--- src/rtl/i2s_capture.sv ---
// I2S / left-justified serial audio receiver on a single system clock.
// Inputs are synchronised and bclk is debounced. Words are paired L/R, and the output is muted when bclk stops.
module i2s_capture #(
    parameter int SAMPLE_W    = 16,
    parameter int SYNC_STAGES = 2,
    parameter int TIMEOUT     = 1023
) (
    input  logic                clk,
    input  logic                reset_n,
    input  logic                i2s_bclk,
    input  logic                i2s_ws,
    input  logic                i2s_data,
    input  logic                mode_lj,
    output logic [SAMPLE_W-1:0] sample_l,
    output logic [SAMPLE_W-1:0] sample_r,
    output logic                sample_valid,
    output logic                locked,
    output logic [5:0]          word_bits
);

    localparam int TW = (TIMEOUT < 2) ? 1 : $clog2(TIMEOUT + 1);
    localparam logic [TW-1:0] TMO = TW'(TIMEOUT);
    localparam logic [SAMPLE_W-1:0] MSB_ONE = {1'b1, {(SAMPLE_W-1){1'b0}}};

    typedef enum logic {HUNT, RECV} state_t;

    // Synchroniser chain carrying {bclk, ws, data} together.
    for (genvar gi = 0; gi < SYNC_STAGES; gi++) begin : g_sync
        logic [2:0] stage_q;
        if (gi == 0) begin : g_first
            always_ff @(posedge clk or negedge reset_n) begin
                if (!reset_n) stage_q <= '0;
                else          stage_q <= {i2s_bclk, i2s_ws, i2s_data};
            end
        end else begin : g_rest
            always_ff @(posedge clk or negedge reset_n) begin
                if (!reset_n) stage_q <= '0;
                else          stage_q <= g_sync[gi-1].stage_q;
            end
        end
    end

    logic bclk_s, ws_s, data_s;
    assign {bclk_s, ws_s, data_s} = g_sync[SYNC_STAGES-1].stage_q;

    logic                bclk_prev_q, bclk_db_q, bclk_db_d, rise;
    state_t              state_q, state_d;
    logic                ws_prev_q, ws_prev_d, ws_seen_q, ws_seen_d;
    logic                mode_q, mode_d;
    logic [SAMPLE_W-1:0] shift_q, shift_d, shift_ins, bit_mask, new_msb, commit_word;
    logic [5:0]          cnt_q, cnt_d, cnt_inc, commit_bits;
    logic [SAMPLE_W-1:0] pend_l_q, pend_l_d, pend_r_q, pend_r_d;
    logic                have_l_q, have_l_d;
    logic [SAMPLE_W-1:0] sample_l_q, sample_l_d, sample_r_q, sample_r_d;
    logic                valid_q, valid_d, locked_q, locked_d;
    logic [5:0]          word_bits_q, word_bits_d;
    logic [TW-1:0]       tmo_q, tmo_d;

    // Debounce: the level only follows two agreeing synced samples.
    always_comb begin
        bclk_db_d   = (bclk_s == bclk_prev_q) ? bclk_s : bclk_db_q;
        rise        = bclk_db_d & ~bclk_db_q;
        bit_mask    = MSB_ONE >> cnt_q;
        shift_ins   = shift_q | (bit_mask & {SAMPLE_W{data_s}});
        new_msb     = MSB_ONE & {SAMPLE_W{data_s}};
        cnt_inc     = (cnt_q == 6'd63) ? cnt_q : cnt_q + 6'd1;
        commit_word = mode_q ? shift_q : shift_ins;
        commit_bits = mode_q ? cnt_q : cnt_inc;
    end

    always_comb begin
        state_d     = state_q;
        ws_prev_d   = ws_prev_q;
        ws_seen_d   = ws_seen_q;
        mode_d      = mode_q;
        shift_d     = shift_q;
        cnt_d       = cnt_q;
        pend_l_d    = pend_l_q;
        pend_r_d    = pend_r_q;
        have_l_d    = have_l_q;
        sample_l_d  = sample_l_q;
        sample_r_d  = sample_r_q;
        valid_d     = 1'b0;
        locked_d    = locked_q;
        word_bits_d = word_bits_q;
        tmo_d       = (tmo_q == TMO) ? tmo_q : tmo_q + TW'(1);

        if (rise) begin
            tmo_d     = '0;
            ws_prev_d = ws_s;
            ws_seen_d = 1'b1;
            if (state_q == HUNT) begin
                // The very first sampled ws after reset is not a transition.
                if (ws_seen_q && (ws_s != ws_prev_q)) begin
                    state_d = RECV;
                    mode_d  = mode_lj;
                    shift_d = mode_lj ? new_msb : '0;
                    cnt_d   = mode_lj ? 6'd1 : 6'd0;
                end
            end else if (ws_s != ws_prev_q) begin
                word_bits_d = commit_bits;
                if (!ws_prev_q) begin
                    pend_l_d = commit_word;
                    have_l_d = 1'b1;
                end else begin
                    pend_r_d = commit_word;
                    if (have_l_q) begin
                        sample_l_d = pend_l_q;
                        sample_r_d = commit_word;
                        valid_d    = 1'b1;
                        have_l_d   = 1'b0;
                        locked_d   = 1'b1;
                    end
                end
                mode_d  = mode_lj;
                shift_d = mode_q ? new_msb : '0;
                cnt_d   = mode_q ? 6'd1 : 6'd0;
            end else begin
                shift_d = shift_ins;
                cnt_d   = cnt_inc;
            end
        end else if (tmo_q == TMO) begin
            state_d    = HUNT;
            ws_seen_d  = 1'b0;
            sample_l_d = '0;
            sample_r_d = '0;
            locked_d   = 1'b0;
            have_l_d   = 1'b0;
        end
    end

    always_ff @(posedge clk or negedge reset_n) begin
        if (!reset_n) begin
            bclk_prev_q <= 1'b0;
            bclk_db_q   <= 1'b0;
            state_q     <= HUNT;
            ws_prev_q   <= 1'b0;
            ws_seen_q   <= 1'b0;
            mode_q      <= 1'b0;
            shift_q     <= '0;
            cnt_q       <= '0;
            pend_l_q    <= '0;
            pend_r_q    <= '0;
            have_l_q    <= 1'b0;
            sample_l_q  <= '0;
            sample_r_q  <= '0;
            valid_q     <= 1'b0;
            locked_q    <= 1'b0;
            word_bits_q <= '0;
            tmo_q       <= '0;
        end else begin
            bclk_prev_q <= bclk_s;
            bclk_db_q   <= bclk_db_d;
            state_q     <= state_d;
            ws_prev_q   <= ws_prev_d;
            ws_seen_q   <= ws_seen_d;
            mode_q      <= mode_d;
            shift_q     <= shift_d;
            cnt_q       <= cnt_d;
            pend_l_q    <= pend_l_d;
            pend_r_q    <= pend_r_d;
            have_l_q    <= have_l_d;
            sample_l_q  <= sample_l_d;
            sample_r_q  <= sample_r_d;
            valid_q     <= valid_d;
            locked_q    <= locked_d;
            word_bits_q <= word_bits_d;
            tmo_q       <= tmo_d;
        end
    end

    assign sample_l     = sample_l_q;
    assign sample_r     = sample_r_q;
    assign sample_valid = valid_q;
    assign locked       = locked_q;
    assign word_bits    = word_bits_q;

endmodule
--- config.mk ---
export PLATFORM = sky130hd
export DESIGN_NAME = i2s_capture
export DESIGN_NICKNAME = d
export VERILOG_FILES = /design/src/rtl/i2s_capture.sv
export SDC_FILE = /design/constraint.sdc
export NUM_CORES = 1
export LEC_CHECK = 0
export ABC_CLOCK_PERIOD_IN_PS = 3600
export BUFFER_PORTS_ARGS = -buffer_cell sky130_fd_sc_hd__buf_2
export CORE_ASPECT_RATIO = 1.25
export CORE_MARGIN = 4
export CORE_UTILIZATION = 55
export CTS_BUF_LIST = sky130_fd_sc_hd__clkbuf_8 sky130_fd_sc_hd__clkbuf_16
export CTS_CLUSTER_DIAMETER = 60
export DETAILED_ROUTE_END_ITERATION = 10
export PLACE_DENSITY = 0.81
export SLEW_MARGIN = 20
export SYNTH_ARGS = -nofsm -noshare
export SYNTH_HDL_FRONTEND = slang
export SYNTH_SLANG_ARGS = --single-unit
--- constraint.sdc ---
create_clock -name clk -period 3.6 [get_ports clk]
set_clock_uncertainty 0.2 [all_clocks]
set_input_delay 0.9 -clock clk [delete_from_list [all_inputs] [get_ports clk]]
set_output_delay 0.9 -clock clk [all_outputs]
set_load 0.005 [all_outputs]
* After elaboration in Yosys (flattened, before gate mapping)
Index checks and enable logic that the tools add are counted.
Storage, ports and cells: logic and storage cells 94, output and inout bits 40, input port bits 6, register bits 101
Operators by class: bitwise gates (word level) 5, reduce and logical (&&, ||, !) cells 9, shift-type cells 1, equality and inequality tests 10, $add $sub $neg 2, muxes and demuxes 49
Operator list (number):
- 2-to-1 mux 16 bit | 17
- 2-to-1 mux 6 bit | 5
- 2-to-1 mux 1 bit | 25
- 2-to-1 mux 10 bit | 2
- bitwise AND 16 bit | 1
- OR 16 bit | 1
- >> shifter 16 x 6 -> 16 bit, first input constant | 1
- adder 10 x 1 -> 10 bit, second input constant | 1
- == test 10 bit, second input constant | 1
- != test 2 x 1 -> 1 bit, second input constant | 5
- AND reduction 3 bit | 3
- adder 6 x 1 -> 6 bit, second input constant | 1
- == test 6 bit, second input constant | 1
- AND reduction 5 bit | 1
- AND reduction 4 bit | 1
- nonzero test 2 bit | 2
- != test 2 bit, second input constant | 1
- NOT 1 bit | 2
- AND reduction 2 bit | 1
- bitwise AND 1 bit | 1
- == test 1 bit | 1
- logical AND 1 bit | 1
- != test 1 bit | 1

* Depth between registers and ports, before layout
Gate-level depths: netlist of run 1.
depth after elaboration 9, gate-level depth with buffers 7, mapped depth without buffers 5

* Worst setup path before layout of run 1
Ideal clock, no wire load.
path kind reg2reg, start point reg bclk_db_q, end point reg sample_l_q[12] (netlist: sample_l[12]), library setup time 0.121 ns, data required time 3.279 ns, clock period less this slack 1.836 ns, stages on the path, launching flop included 8, path buffers 2, setup slack 1.764 ns, data arrival time 1.515 ns, cell sequence dfrtp_1 -> nand4b_1 -> or3_1 -> buf_4 -> clkinv_4 -> nor2_2 -> buf_6 -> a22o_1
Between the ends: longest elaborated chain between the ends 4, elaborated cells on any way between the ends 10, classes of those cells eq/ne (4); mux (2); bitwise (2); reduce/logical (2)
Ends and longest elaborated chain:
- start, declared | RTL line 46 | logic bclk_prev_q, bclk_db_q, bclk_db_d, rise;
- start signal, assigned | RTL line 153 | bclk_db_q <= bclk_db_d;
- 2-to-1 mux 1 bit / NOT 1 bit (equally long branches) | RTL line 61, 62
- bitwise AND 1 bit * | RTL line 62 | rise = bclk_db_d & ~bclk_db_q;
- != test 2 x 1 -> 1 bit (no source line) / nonzero test 2 bit (equally long branches)
- AND reduction 5 bit (no source line)
- end signal, assigned | RTL line 163 | sample_l_q <= sample_l_d;
- end, declared | RTL line 54 | logic [SAMPLE_W-1:0] sample_l_q, sample_l_d, sample_r_q, sample_r_d;
Mark *: on every way between the ends. The rest lies on a longest branch, timed or not. A chain may end at the register's enable or synchronous reset.

* Worst setup path in the final report of run 1
start point reg state_q, end point reg sample_r_q[3] (netlist: sample_r[3])
Between the ends: longest elaborated chain between the ends 2
Ends and longest elaborated chain:
- start, declared | RTL line 47 | state_t state_q, state_d;
- start signal, assigned | RTL line 154 | state_q <= state_d;
- != test 2 x 1 -> 1 bit (no source line)
- AND reduction 5 bit (no source line)
- end signal, assigned | RTL line 164 | sample_r_q <= sample_r_d;
- end, declared | RTL line 54
No other way between the ends.

==> impl_metrics.env, run 1 <==
export IMPL_status="finished clean"
export IMPL_h_tree_depth=3
export IMPL_nFillCells=588
export IMPL_hold_buffers=0
export IMPL_cp_max_fo=21
export IMPL_rr_worst_depth=6
export IMPL_slew_limit_headroom_pct=35.3
export IMPL_synth_avg_cell_area_um2=11.2
export IMPL_vias=3032
export IMPL_cp_end_kind="flop"
export IMPL_ys_flop_type="dfrtp_1"
export IMPL_finalPower_mw=2.57
export IMPL_min_period_ns=2.77
export IMPL_antenna_cells=0
export IMPL_tritoncts="done"
export IMPL_die_w_um=86.5
export IMPL_core_um2=7440
export IMPL_final_hold_viol_count=0
export IMPL_antenna_found_initial=0
export IMPL_synth_compound_area_share_pct=19.8
export IMPL_routed_via_density=5.96
export IMPL_fmax_mhz=361
export IMPL_combPwrFrac_pct=13.9
export IMPL_start_util_pct=56.8
export IMPL_clkSinkCount=101
export IMPL_final_area_um2=4740
export IMPL_tightest_slew_ns=0.970
export IMPL_finalSetupViolCount=0
export IMPL_postRouteAntennaNets=0
export IMPL_power_density_nw_per_um2=542
export IMPL_drc_errors=0
export IMPL_die_h_um=106
export IMPL_rows=35
export IMPL_ios=46
export IMPL_maxSlewViolCount=0
export IMPL_vdd_drop_max_v=0.000343
export IMPL_wl_per_cell_um=16.8
export IMPL_yosysWarnings=0
export IMPL_clkLatencyLatePin_ns=0.37
export IMPL_finalCritPeriodShare_pct=76.9
export IMPL_dpl_hpwl_mm=5.98
export IMPL_synth_edf_count=0
export IMPL_cts_made_buffers=9
export IMPL_pwr_share_seq_pct=52.5
export IMPL_post_cts_setup_buffer_count=0
export IMPL_max_cap_violations=0
export IMPL_holdCritPathClass="flop to flop"
export IMPL_clk_pin_slew_ns=0.09
export IMPL_synth_simple_area_share_pct=12.8
export IMPL_required_ns=3.68
export IMPL_final_core_util_pct=63.6
export IMPL_syn_nets=385
export IMPL_cts_root_buf="clkbuf_8"
export IMPL_grt_pass1_wl_mm=14.6
export IMPL_p_leak_nw=2.23
export IMPL_syn_inst=377
export IMPL_port_buffers=45
export IMPL_whs_ns=0.159
export IMPL_synth_xor_area_share_pct=1.63
export IMPL_track_usage_pct=19.9
export IMPL_fin_setup_tns_ns=0
export IMPL_synth_cell_types=56
export IMPL_drt_first_iter_violations=114
export IMPL_layout_drive_gt1_share_pct=17.5
export IMPL_synth_area_mux_share_pct=1.69
export IMPL_grt_pass1_vias=3031
export IMPL_drt_total_wl_mm=8.53
export IMPL_dieArea_um2=9170
export IMPL_yosysSeqAreaShare_pct=59.7
export IMPL_placed_area_um2=4490
export IMPL_p_sw_share_pct=27.4
export IMPL_synth_adder_area_share_pct=0.828
export IMPL_synth_top_family_by_area="compound AO/OA/AOI/OAI gates"
export IMPL_hold_path_depth=0
export IMPL_rsz0062_at_grt="false"
export IMPL_ctsResizeCount=0
export IMPL_fin_nets=421
export IMPL_startpoint_type="flop"
export IMPL_syn_to_final_growth_pct=11.9
export IMPL_p_switching_mw=0.704
export IMPL_critPathKind="flop to flop"
export IMPL_grt_max_degree=45
export IMPL_worstPathArrival_ns=2.85
export IMPL_synth_seq_cells=101
export IMPL_cts_buffer_depth=2
export IMPL_async_flop_share_pct=100
export IMPL_synthesis_area_um2=4230
export IMPL_gp_congestion=0.865
export IMPL_pwr_share_clk_pct=33.6
export IMPL_power_internal_mw=1.86
export IMPL_gr_total_overflow=0
export IMPL_first_pass_iters=4
## per-layer routing
metal | share of wire (%) | vias to the layer above | GRT usage [%]
met5 | 0 | - | 0
met4 | 2.5 | 0 | 8.91
met3 | 3.8 | 22 | 2.87
met2 | 51 | 82 | 33.1
met1 | 43 | 1487 | 25.7
li1 | - | 1441 | -
## layout by cell type, fill, tap and decap left out, types with 9 or more instances in the layout
| cell | instances |
|---|---|
| a21oi_1 | 25 |
| dfrtp_1 | 101 |
| nand2_1 | 39 |
| o2bb2ai_1 | 17 |
| buf_2 | 44 |
| nor2_1 | 19 |
| clkbuf_8 | 10 |
| o21ai_0 | 26 |
| a22o_1 | 25 |
| nand3_1 | 12 |
| o21ai_1 | 9 |
## worst max-delay path: stages (launching register included)
cell       delay, ns
dfrtp_1         0.47
nand4b_1        0.17
or3_1           0.57
clkinv_4        0.30
nor2_2          0.48
buf_4           0.34
o2bb2ai_1       0.15
## Yosys cell counts (2+ instances only)
cell	number	share of area [%]
nor2_1	19	1.7
nand3b_1	2	0.35
clkbuf_1	14	1.2
inv_1	6	0.53
nand2_1	39	3.5
buf_6	3	0.80
a21o_1	2	0.35
and3_1	4	0.59
xnor2_1	2	0.41
a31oi_1	3	0.44
mux2i_1	6	1.4
o2bb2ai_1	17	3.5
nand4_1	2	0.30
o21ai_0	26	3.1
o31ai_1	2	0.35
nand3_1	12	1.4
o21a_1	3	0.53
o21ai_1	9	1.1
ha_1	2	0.59
dfrtp_1	101	60
nor3_1	8	0.95
or3_1	2	0.30
a22o_1	25	5.2
xor2_1	4	0.83
buf_2	5	0.59
nand2b_1	5	0.74
a21oi_1	25	3.0
## state kept, by name (all words and copies together), names as in the netlist
signal,cells
locked,1
word_bits,6
state_q,1
shift_q,16
bclk_prev_q,1
pend_l_q,16
ws_prev_q,1
mode_q,1
tmo_q,10
ws_seen_q,1
bclk_db_q,1
g_sync.stage_q,6
cnt_q,6
sample_valid,1
sample_r,16
sample_l,16
have_l_q,1
## final timing paths
path | startpoint | to | slack, ns
max reg2reg | state_q$_DFFE_PN0P_ | sample_r[3]$_DFFE_PN0P_ | 0.83
max | state_q$_DFFE_PN0P_ | sample_r[3]$_DFFE_PN0P_ | 0.83
min in group asynchronous | reset_n | sample_r[10]$_DFFE_PN0P_ | 0.32
min reg2reg | g_sync[0].stage_q[2]$_DFF_PN0_ | g_sync[1].stage_q[2]$_DFF_PN0_ | 0.16
max in group asynchronous | reset_n | word_bits[4]$_DFFE_PN0P_ | 2.20
min | g_sync[0].stage_q[2]$_DFF_PN0_ | g_sync[1].stage_q[2]$_DFF_PN0_ | 0.16
## kinds of logic (layout without fill, tap and decap cells)
kind of cell | Yosys count | after routing
AO/OA/AOI/OAI | 123 | 123
XOR/XNOR | 7 | 7
adder cells (fa/ha/maj) | 3 | 3
buffers and inverters | 30 | 70
flip-flops | 101 | 101
multiplexers | 7 | 7
AND/OR/NAND/NOR | 106 | 106
## layout make-up
type,instances,area [um^2],area share (%)
tap,92,115,2.43
inverter,7,31.3,0.661
clock buffer,10,138,2.91
sequential,101,2530,53.4
timing repair buffer,48,263,5.55
clock inverter,5,108,2.27
multi-input combinational,246,1550,32.8
## through the flow
| step | instances | worst slack [ns] |
|---|---|---|
| after floorplan | 377 | 1.76 |
| after global placement | 494 | 1.00 |
| after detailed placement | 494 | 0.894 |
| after CTS | 509 | 0.854 |
| after global routing | 509 | 0.600 |
| final | 509 | 0.831 |
## power groups by stage
stage	Clock, mW	Sequential [mW]	Combinational (mW)
2_1_floorplan	0	1.33	0.274
3_3_place_gp	0	1.36	0.352
3_5_place_dp	0	1.37	0.361
4_1_cts	0.877	1.35	0.362
5_1_grt	0.926	1.36	0.405
6_report	0.863	1.35	0.358
Note: power is estimated with default switching activity, not from simulation.
==> run 2, diff against run 1 <==
- ABC_CLOCK_PERIOD_IN_PS: 3600 -> 2800
- clock period: 3.6 -> 2.8 ns (I/O delays scaled with it)
==> run 2 against run 1 <==
Net effect: global-route usage increased by 0.14 points; fmax increased by 30%; sequential power increased by 29%; utilization decreased by 0.50 points; die area unchanged; clock power increased by 6.5%; critical endpoint is now shift_q[12]$_DFFE_PN0P_; combinational power increased by 29%; routed wire length decreased by 0.29%; first-iteration DRC count increased by 110%; power increased by 21%; setup slack got worse by 0.16 ns.
==> impl_metrics.env, run 2 (synthesized netlist as in run 1, its figures left out) <==
export IMPL_status="finished clean"
export IMPL_cp_max_fo=14
export IMPL_vdd_drop_max_v=0.000494
export IMPL_tritoncts="done"
export IMPL_p_leak_nw=2.22
export IMPL_nFillCells=600
export IMPL_final_common_cell="dfrtp_1"
export IMPL_multi_input_area_um2=1560
export IMPL_die_h_um=106
export IMPL_grt_pass1_vias=2980
export IMPL_gr_total_overflow=0
export IMPL_hold_buffers=0
export IMPL_worstPathArrival_ns=2.24
export IMPL_ios=46
export IMPL_slew_limit_headroom_pct=37.4
export IMPL_clkLatencyLatePin_ns=0.37
export IMPL_port_buffers=45
export IMPL_drt_total_wl_mm=8.50
export IMPL_first_pass_iters=4
export IMPL_ctsResizeCount=0
export IMPL_maxSlewViolCount=0
export IMPL_critPathKind="flop to flop"
export IMPL_final_hold_viol_count=0
export IMPL_cts_made_buffers=9
export IMPL_rows=35
export IMPL_dpl_hpwl_mm=5.83
export IMPL_routed_via_density=5.97
export IMPL_grt_pass1_wl_mm=14.7
export IMPL_pre_cts_slack_ns=0.320
export IMPL_syn_to_final_growth_pct=11.0
export IMPL_h_tree_depth=3
export IMPL_die_w_um=86.5
export IMPL_core_um2=7440
export IMPL_fin_nets=421
export IMPL_postRouteAntennaNets=0
export IMPL_min_period_ns=2.13
export IMPL_clk_pin_slew_ns=0.11
export IMPL_seqCellArea_um2=2530
export IMPL_finalSetupViolCount=0
export IMPL_gp_congestion=0.865
export IMPL_max_cap_violations=0
export IMPL_track_usage_pct=20.1
export IMPL_mostFrequentLayoutCells="101 x dfrtp_1, 44 x buf_2, 39 x nand2_1"
export IMPL_startpoint_type="flop"
export IMPL_finalCritPeriodShare_pct=76.0
export IMPL_antenna_cells=0
export IMPL_post_cts_setup_buffer_count=0
export IMPL_cts_root_buf="clkbuf_8"
export IMPL_cp_end_kind="flop"
export IMPL_placed_area_um2=4490
export IMPL_grt_max_degree=77
export IMPL_final_area_um2=4700
export IMPL_wl_per_cell_um=16.7
export IMPL_fin_setup_tns_ns=0
export IMPL_fmax_mhz=470
export IMPL_clkSinkCount=101
export IMPL_vias=3044
export IMPL_dieArea_um2=9170
export IMPL_drt_first_iter_violations=238
export IMPL_setup_ws_ns=0.671
export IMPL_antenna_found_initial=0
export IMPL_drc_errors=0
export IMPL_cts_buffer_depth=2
export IMPL_rsz0062_at_grt="false"
export IMPL_tightest_slew_ns=0.939
export IMPL_start_util_pct=56.8
export IMPL_power_density_nw_per_um2=664
export IMPL_required_ns=2.91
export IMPL_holdCritPathClass="primary input to asynchronous set/reset pin"
export IMPL_layout_drive_gt1_share_pct=17.7
[run 2: cell types whose count changed in the layout (fill, tap and decap cells not counted)]
cell	previous run	this run
bufinv_16	3	0
clkinv_8	0	2
nor2_4	0	1
clkbuf_8	10	9
inv_8	0	1
nor2_2	1	0
inv_6	1	2
clkinv_4	2	3
[run 2: layout make-up]
cell class | count | area share, %
Multi-Input combinational cell | 246 | 33.2
Tap cell | 92 | 2.45
Sequential cell | 101 | 53.8
Inverter | 7 | 0.666
Clock buffer | 9 | 2.64
Clock inverter | 7 | 1.68
Timing Repair Buffer | 48 | 5.59
[run 2: path summary, 6_finish.rpt]
path / from / endpoint / slack (ns) / cells after the start
min in group clk: g_sync[0].stage_q[0]$_DFF_PN0_ / g_sync[1].stage_q[0]$_DFF_PN0_ / 0.16 / 0
setup / recovery: bclk_db_q$_DFF_PN0_ / shift_q[12]$_DFFE_PN0P_ / 0.67 / 5
setup reg to reg: bclk_db_q$_DFF_PN0_ / shift_q[12]$_DFFE_PN0P_ / 0.67 / 5
max in group asynchronous: reset_n / mode_q$_DFFE_PN0P_ / 1.69 / 2
hold / removal: reset_n / sample_r[13]$_DFFE_PN0P_ / 0.01 / 1
hold reg to reg: g_sync[0].stage_q[0]$_DFF_PN0_ / g_sync[1].stage_q[0]$_DFF_PN0_ / 0.16 / 0
[run 2: metal layers]
layer / global-route usage, % / up-vias / wire [um]
met2: 32.2 / 74 / 4340
met5: 0 / - / 0
li1: - / 1439 / -
met4: 7.46 / 0 / 147
met1: 27.5 / 1518 / 3660
met3: 3.10 / 13 / 356
[run 2: critical path, cell delays in order, from the launching register on]
cell	delay (ns)
dfrtp_1	0.41
and3b_1	0.26
buf_4	0.21
nand3_2	0.21
nor4b_4	0.57
a22o_1	0.21
[run 2: per-stage QoR]
stage          instances  total power, mW  util (%)  hold WS [ns]
3_5_place_dp         494             2.23      60.3         0.135
3_3_place_gp         494             2.20      60.3         0.133
4_1_cts              510             3.14      63.0        0.0192
2_1_floorplan        377             2.06         -         0.131
5_1_grt              510             3.29      63.1        0.0220
6_report             510             3.12      63.1        0.0144
[run 2: report_power, final]
group,switching [mW],internal (mW),total (mW)
Sequential,0.149,1.59,1.74
Combinational,0.271,0.192,0.462
Clock,0.566,0.354,0.919
